`config.mk`:
```
export PLATFORM = sky130hd
export DESIGN_NAME = square_seq_flat
export DESIGN_NICKNAME = d
export VERILOG_FILES = /design/src/rtl/square_seq_pkg.sv /design/src/rtl/square_seq_if.sv /design/src/rtl/square_seq.sv /design/src/flat_wrapper.sv
export SDC_FILE = /design/constraint.sdc
export NUM_CORES = 1
export LEC_CHECK = 0
export BUFFER_PORTS_ARGS = -buffer_cell sky130_fd_sc_hd__buf_2
export CORE_MARGIN = 2
export CORE_UTILIZATION = 50
export CTS_BUF_LIST = sky130_fd_sc_hd__clkbuf_4 sky130_fd_sc_hd__clkbuf_8
export CTS_CLUSTER_DIAMETER = 30
export DETAILED_ROUTE_END_ITERATION = 12
export GPL_TIMING_DRIVEN = 0
export PLACE_DENSITY_LB_ADDON = 0.2
export SLEW_MARGIN = 20
export SYNTH_ARGS = -nofsm -noshare
export SYNTH_HDL_FRONTEND = slang
export SYNTH_SLANG_ARGS = --single-unit
```
`constraint.sdc`:
```
create_clock -name clk_i -period 3.9 [get_ports clk_i]
set_input_delay 0.195 -clock clk_i [delete_from_list [all_inputs] [get_ports clk_i]]
set_output_delay 0.195 -clock clk_i [all_outputs]
set_load 0.01 [all_outputs]
```
`src/rtl/square_seq_pkg.sv`:
```
// Shared definitions for the sequential squarer: state encodings (common with
// the square-root block's state_bo decoding) and the default operand width.
package square_seq_pkg;

   localparam int DEFAULT_WIDTH = 16;

   typedef enum logic [1:0] {
      ST_IDLE = 2'd0,
      ST_WORK = 2'd1,
      ST_FIN  = 2'd2,
      ST_DONE = 2'd3
   } state_t;

   // Iteration counter width; a one-bit operand still needs a one-bit counter.
   function automatic int cnt_width(input int width);
      return (width > 1) ? $clog2(width) : 1;
   endfunction

endpackage

```
`src/rtl/square_seq_if.sv`:
```
// Start/status handshake and operand/result bus of the squarer, with the
// requester (master) and squarer (slave) views.
interface square_seq_if #(
   parameter int WIDTH = square_seq_pkg::DEFAULT_WIDTH
);

   logic                 start_i;
   logic [WIDTH-1:0]     a_bi;
   logic [2*WIDTH-1:0]   y_bo;
   logic [2:0]           state_bo;

   modport master (
      output start_i,
      output a_bi,
      input  y_bo,
      input  state_bo
   );

   modport slave (
      input  start_i,
      input  a_bi,
      output y_bo,
      output state_bo
   );

endinterface

```
`src/rtl/square_seq.sv`:
```
// Shift-and-add integer squarer: WIDTH fixed iterations, then one finalize
// cycle that publishes the accumulator to y_bo.
module square_seq
   import square_seq_pkg::*;
#(
   parameter int WIDTH = DEFAULT_WIDTH
) (
   input  logic        clk_i,
   input  logic        rst_i,
   square_seq_if.slave bus
);

   localparam int            CW       = cnt_width(WIDTH);
   localparam logic [CW-1:0] CNT_LAST = CW'(WIDTH - 1);

   state_t               state_q;
   logic [2*WIDTH-1:0]   acc_q;
   logic [2*WIDTH-1:0]   mcand_q;
   logic [2*WIDTH-1:0]   y_q;
   logic [WIDTH-1:0]     mplier_q;
   logic [CW-1:0]        cnt_q;
   logic [2*WIDTH-1:0]   acc_d;

   assign acc_d = mplier_q[0] ? (acc_q + mcand_q) : acc_q;

   always_ff @(posedge clk_i) begin
      if (rst_i) begin
         state_q  <= ST_IDLE;
         acc_q    <= '0;
         mcand_q  <= '0;
         mplier_q <= '0;
         cnt_q    <= '0;
         y_q      <= '0;
      end else begin
         case (state_q)
            ST_IDLE, ST_DONE: begin
               // y_q is left alone so a restart from DONE keeps the old result visible.
               if (bus.start_i) begin
                  acc_q    <= '0;
                  mcand_q  <= {{WIDTH{1'b0}}, bus.a_bi};
                  mplier_q <= bus.a_bi;
                  cnt_q    <= '0;
                  state_q  <= ST_WORK;
               end
            end
            ST_WORK: begin
               acc_q    <= acc_d;
               mcand_q  <= mcand_q << 1;
               mplier_q <= mplier_q >> 1;
               cnt_q    <= cnt_q + CW'(1);
               if (cnt_q == CNT_LAST) begin
                  state_q <= ST_FIN;
               end
            end
            ST_FIN: begin
               y_q     <= acc_q;
               state_q <= ST_DONE;
            end
            default: begin
               state_q <= ST_IDLE;
            end
         endcase
      end
   end

   assign bus.y_bo     = y_q;
   assign bus.state_bo = {1'b0, state_q};

endmodule

```
`src/flat_wrapper.sv`:
```
// flat-port wrapper written by rule: the top's interface ports become plain ports
module square_seq_flat import square_seq_pkg::*;
#(
   parameter int WIDTH = DEFAULT_WIDTH
)
  (clk_i, rst_i, bus_start_i, bus_a_bi, bus_y_bo, bus_state_bo);
  square_seq_if #(.WIDTH(WIDTH)) bus_i ();
  input  logic clk_i;
  input  logic rst_i;
  input wire logic [$bits(bus_i.start_i)-1:0] bus_start_i;
  input wire logic [$bits(bus_i.a_bi)-1:0] bus_a_bi;
  output wire logic [$bits(bus_i.y_bo)-1:0] bus_y_bo;
  output wire logic [$bits(bus_i.state_bo)-1:0] bus_state_bo;
  assign bus_i.start_i = bus_start_i;
  assign bus_i.a_bi = bus_a_bi;
  assign bus_y_bo = bus_i.y_bo;
  assign bus_state_bo = bus_i.state_bo;
  square_seq #(.WIDTH(WIDTH)) u_core (.clk_i(clk_i), .rst_i(rst_i), .bus(bus_i));
endmodule
```
## Word level (Yosys, flattened, before mapping)

Cells that the tools add are included.

- Register bits after elaboration: 118
- Bits in latches: 0
- Bits in writable memories: 0
- ROM bits: 0
- Output and inout port bits: 35
- Memories: 0

- $add $sub $neg: 2
- Multiply operators: 0
- Divide/modulo/power cells: 0
- Order comparisons: 0
- Eq/ne operators: 7
- Shift operators: 0
- Muxes and demuxes: 12
- Bitwise operators: 0
- Reduce and logical (&&, ||, !) cells: 6

Operator list:

| cell | number |
|---|---|
| one-hot mux 32 bit (2 select lines) | 2 |
| two-way mux 32 bit | 3 |
| adder 32 bit | 1 |
| one-hot mux 16 bit (2 select lines) | 1 |
| two-way mux 16 bit | 1 |
| one-hot mux 4 bit (2 select lines) | 1 |
| one-hot mux 2 bit (3 select lines) | 1 |
| adder 4 x 1 -> 4 bit (second input constant) | 1 |
| equality test 2 bit (second input constant) | 2 |
| equality test 4 bit (second input constant) | 1 |
| two-way mux 2 bit | 2 |
| two-way mux 4 bit | 1 |
| inequality test 2 x 1 -> 1 bit (second input constant) | 2 |
| AND reduction 2 bit | 2 |
| AND reduction 3 bit | 1 |
| equality test 2 x 1 -> 1 bit (second input constant) | 1 |
| zero test 2 bit | 1 |
| inequality test 2 bit (second input constant) | 1 |
| nonzero test 2 bit | 1 |
| OR reduction 2 bit | 1 |

## Depth between registers and ports, before layout

- Depth after elaboration: 4
- Depth in mapped cells: 12

## Least setup slack after synthesis

Ideal clock, no wire load.

- Kind: flip-flop to flip-flop
- Start: register u_core.mcand_q[6]
- End: register u_core.acc_q[31]
- Setup time: 73 ps
- Arrival: 2,790 ps
- Required time: 3,827 ps
- Setup slack: 1,037 ps
- Stages on the path, launching flop included: 11
- Period minus slack after synthesis: 2,863 ps
- Cell sequence: dfxtp_1 > ha_1 > and4_1 > o21a_4 > a211oi_4 > o211a_4 > or4_4 > and2_4 > o41ai_4 > mux2_1 > o211ai_2

- Word-level cells in the longest chain between the ends: 3

RTL lines:

| item | line | source |
|---|---|---|
| from (decl) | square_seq.sv:18 | `logic [2*WIDTH-1:0] mcand_q;` |
| from (signal assigned) | square_seq.sv:40 | `mcand_q <= {{WIDTH{1'b0}}, bus.a_bi};` |
| from (signal assigned) | square_seq.sv:48 | `mcand_q <= mcand_q << 1;` |
| adder 32 bit | square_seq.sv:24 | `assign acc_d = mplier_q[0] ? (acc_q + mcand_q) : acc_q;` |
| two-way mux 32 bit | square_seq.sv:24 |  |
| one-hot mux 32 bit (2 select lines) | square_seq.sv:35 | `case (state_q)` |
| to (signal assigned) | square_seq.sv:29 | `acc_q <= '0;` |
| to (signal assigned) | square_seq.sv:39 | `acc_q <= '0;` |
| to (signal assigned) | square_seq.sv:47 | `acc_q <= acc_d;` |
| to (decl) | square_seq.sv:17 | `logic [2*WIDTH-1:0] acc_q;` |

No other way between the ends. The select of a mux whose other input is x is not followed.
A chain may end at the register's enable or synchronous reset.

## Final worst setup path

- Start: register u_core.mcand_q[0]
- End: register u_core.acc_q[30]

Same word-level chain as after synthesis.

==> run summary <==
Timing
- **skew final** 0.0110 ns
- **final setup TNS** 0 ns
- **Achievable Freq** 320 MHz
- **max-slew violation total from the final report** 0
- **Tmin final** 3.12 ns
- **Max transition margin** 44.8%
- **final worst-path cycle share** 80.0%
- **Setup Viol. Count Final** 0
- **Least-Margin Pin Slew** 0.828 ns
- **final hold violation count** 0
- **RSZ-0062 raised after global routing** no

Critical path
- **category of the worst setup path capture point** flip-flop
- **highest net fanout along the worst path** 3
- **type of the worst setup path** reg2reg
- **launching element type of the critical path** flip-flop
- **arrival time worst endpoint** 3.50 ns
- **cells along the critical path** ha_1, inv_1, fa_1, nor2b_1, o31a_1, o2111ai_1, nand2_1, o21ai_0, a21oi_1, a31oi_1, a2111o_1, o211ai_1
- **largest stage delay on the critical path** 0.46 ns
- **cell with the largest stage delay on the worst path** sky130_fd_sc_hd__a2111o_1
- **critical path data required time** 4.28 ns

Status
- **violations in the final reports** DRC
- **run status** finished, violations left

Power
- **VDD IR-drop max** 337 uV
- **Power Density** 601 nW/um^2
- **leakage power figure** 2.86 nW

Global routing
- **vias in the first global route** 4984
- **overall overflow remaining after global route** 0
- **initial antenna violation count** 0
- **first-pass GRT wire length** 24400 um
- **maximum number of pins on one net before global-route repair** 17
- **Total Routing Usage GR** 24.1%

Die
- **overall die height** 113 um
- **initial standard-cell utilization of the core** 51.7%
- **die width** 113 um
- **Rows** 39
- **I/O pins** 54
- **Std-Cell Core Area** 11500 um^2
- **Die Footprint** 12800 um^2

Routing
- **Via-to-Cell Ratio** 5.73
- **met2 routed wirelength** 6600 um
- **routed length on met3** 754 um
- **initial detailed-routing violation count** 331
- **Highest Signal Layer** met4
- **Vias** 5226
- **DRC Markers** 5
- **Detailed Routing Iterations Pass 1** 9
- **antenna viol nets, final** 0
- **DR WL/cell** 16.1 um
- **detailed-route wire length** 14600 um
- **routed metal-1 wire length** 6970 um

Run
- **maxcap violations** 0

Final layout
- **fraction of the core area covered by cells at the end of the flow** 59.6%
- **diode count** 0
- **proportion of layout cells with a drive suffix above 1** 13.0%
- **Area growth syn-to-layout** 15.2%
- **Sequential cell area** 2360 um^2
- **final-stage net count** 811
- **Fillers** 1011
- **area of the multi-input gates** 3360 um^2
- **finished layout cell area** 6870 um^2

Yosys
- **count of state elements after synthesis** 118
- **number of flops mapped to enable cells by yosys** 0
- **count of synthesis-stage warnings from yosys** 0
- **netlist area before placement** 5960 um^2
- **synthesized net count** 740
- **post-synth cell types** 62
- **share of synthesized area occupied by flip-flops and latches** 39.7%
- **main flop type after synthesis** sky130_fd_sc_hd__dfxtp_1
- **synthesized area divided by synthesized cell count** 8.70 um^2
- **share of synthesized registers carrying an async set or reset** 0%
- **cells after synthesis** 685

Placed design
- **placed cell areas** 6390 um^2
- **Final HPWL DP** 10900 um
- **GP Congestion** 0.937
- **Port-buffer cells** 51

Clocking
- **CTS tree** done
- **number of hold buffers added after CTS** 1
- **clock buffers created by TritonCTS** 17
- **htree depth** 4
- **maximum clock path buffer count** 2
- **clock latency on the worst-skew pair** 0.46 ns
- **number of post-CTS setup repair buffers** 0
- **library cell used as clock root buffer** sky130_fd_sc_hd__clkbuf_8
- **post-cts gate resize count** 0
- **TritonCTS Sinks** 118
- **clock-pin transition on the worst setup and hold timing paths** 0.07 ns

Worst hold path
- **Hold Path Class** in2reg

flip-flops by register name (all words and copies together) (netlist names):
signal and flops:
u_core.bus.y_bo 32, u_core.mplier_q 16, u_core.state_q 2, u_core.mcand_q 32, u_core.acc_q 32, u_core.cnt_q 4
metal layers:
layer	vias to the layer above	global-route usage, %
li1	2595	-
met1	2472	33.1
met2	137	37.2
met3	22	4.98
met4	0	9.59
met5	-	0
through the flow:
step	total power (W)	instances	setup WS, ns	hold slack (ns)
after floorplan	0.00244	685	1.04	0.343
after global placement	0.00278	879	0.839	0.466
after detailed placement	0.00283	879	0.825	0.476
after CTS	0.00412	912	0.792	0.0232
after global routing	0.00437	912	0.551	0.0793
final	0.00413	912	0.779	0.0359
synth_stat cells, types with 4 or more instances:
library cell | number | area [um^2]
sky130_fd_sc_hd__a31oi_1 | 5 | 31.3
sky130_fd_sc_hd__dfxtp_1 | 118 | 2360
sky130_fd_sc_hd__inv_1 | 13 | 48.8
sky130_fd_sc_hd__nand3_1 | 8 | 40.0
sky130_fd_sc_hd__nand2_1 | 36 | 135
sky130_fd_sc_hd__a21oi_1 | 34 | 170
sky130_fd_sc_hd__and2_1 | 6 | 37.5
sky130_fd_sc_hd__o21bai_1 | 4 | 30.0
sky130_fd_sc_hd__nor2_1 | 115 | 432
sky130_fd_sc_hd__mux2i_1 | 32 | 320
sky130_fd_sc_hd__a211oi_1 | 32 | 240
sky130_fd_sc_hd__xnor2_1 | 16 | 140
sky130_fd_sc_hd__clkbuf_1 | 30 | 113
sky130_fd_sc_hd__nor3_1 | 31 | 155
sky130_fd_sc_hd__o21ai_0 | 24 | 120
sky130_fd_sc_hd__and3_1 | 5 | 31.3
sky130_fd_sc_hd__xor2_1 | 10 | 87.6
sky130_fd_sc_hd__a22oi_1 | 34 | 255
sky130_fd_sc_hd__nor2b_1 | 18 | 113
sky130_fd_sc_hd__ha_1 | 35 | 438
sky130_fd_sc_hd__a21o_1 | 15 | 113
sky130_fd_sc_hd__buf_1 | 7 | 26.3
where the power goes:
group	internal, W	total [W]	switching [W]	leakage, nW
sequential	0.00136	0.00148	0.000125	0.959
clock	0.000790	0.00130	0.000508	0.218
combinational	0.000436	0.00135	0.000915	1.69
total	0.00258	0.00413	0.00155	2.86
cells in the final DEF, fill, tap and decap left out, types with 24 or more instances in the layout:
master / Yosys / final
sky130_fd_sc_hd__a211oi_1: 32 / 32
sky130_fd_sc_hd__buf_2: 1 / 52
sky130_fd_sc_hd__a22oi_1: 34 / 34
sky130_fd_sc_hd__dfxtp_1: 118 / 118
sky130_fd_sc_hd__nor3_1: 31 / 31
sky130_fd_sc_hd__o21ai_0: 24 / 24
sky130_fd_sc_hd__clkbuf_1: 30 / 30
sky130_fd_sc_hd__nor2_1: 115 / 115
sky130_fd_sc_hd__ha_1: 35 / 35
sky130_fd_sc_hd__mux2i_1: 32 / 32
sky130_fd_sc_hd__a21oi_1: 34 / 34
sky130_fd_sc_hd__nand2_1: 36 / 36
path summary, 6_finish.rpt:
check | startpoint | end | slack (ns) | depth (start not counted)
max reg2reg | u_core.mcand_q[0] | u_core.acc_q[30] | 0.78 | 12
min | bus_a_bi[0] | u_core.mcand_q[0] | 0.04 | 3
min reg2reg | u_core.acc_q[17] | u_core.acc_q[17] | 0.48 | 2
max | u_core.mcand_q[0] | u_core.acc_q[30] | 0.78 | 12
logic make-up after synthesis:
logic type               after synthesis  share of synthesized area (%)
AO/OA/AOI/OAI                        182                           21.6
AND/OR/NAND/NOR                      233                           17.7
other                                  1                         0.0630
adder cells (fa/ha/maj)               36                           7.69
multiplexers                          33                           5.57
buffers and inverters                 56                           3.99
flip-flops                           118                           39.7
XOR/XNOR                              26                           3.82
final cells by class:
type | count | area share, %
clock buffers | 20 | 3.83
plain buffers | 43 | 2.75
repair buffers | 52 | 3.86
well taps | 143 | 2.61
flip-flops and latches | 118 | 34.4
clock inverters | 12 | 2.93
inverters | 13 | 0.711
multi-input cells | 511 | 48.9
critical path, delay by kind of cell (launching register included):
kind	cells	cell delay (ns)
buf+inv	1	0.07
simple gates	2	0.32
fa+ha+maj	2	0.61
compound gates	7	1.66
flops	1	0.40
(Power assumes the default switching activity.)
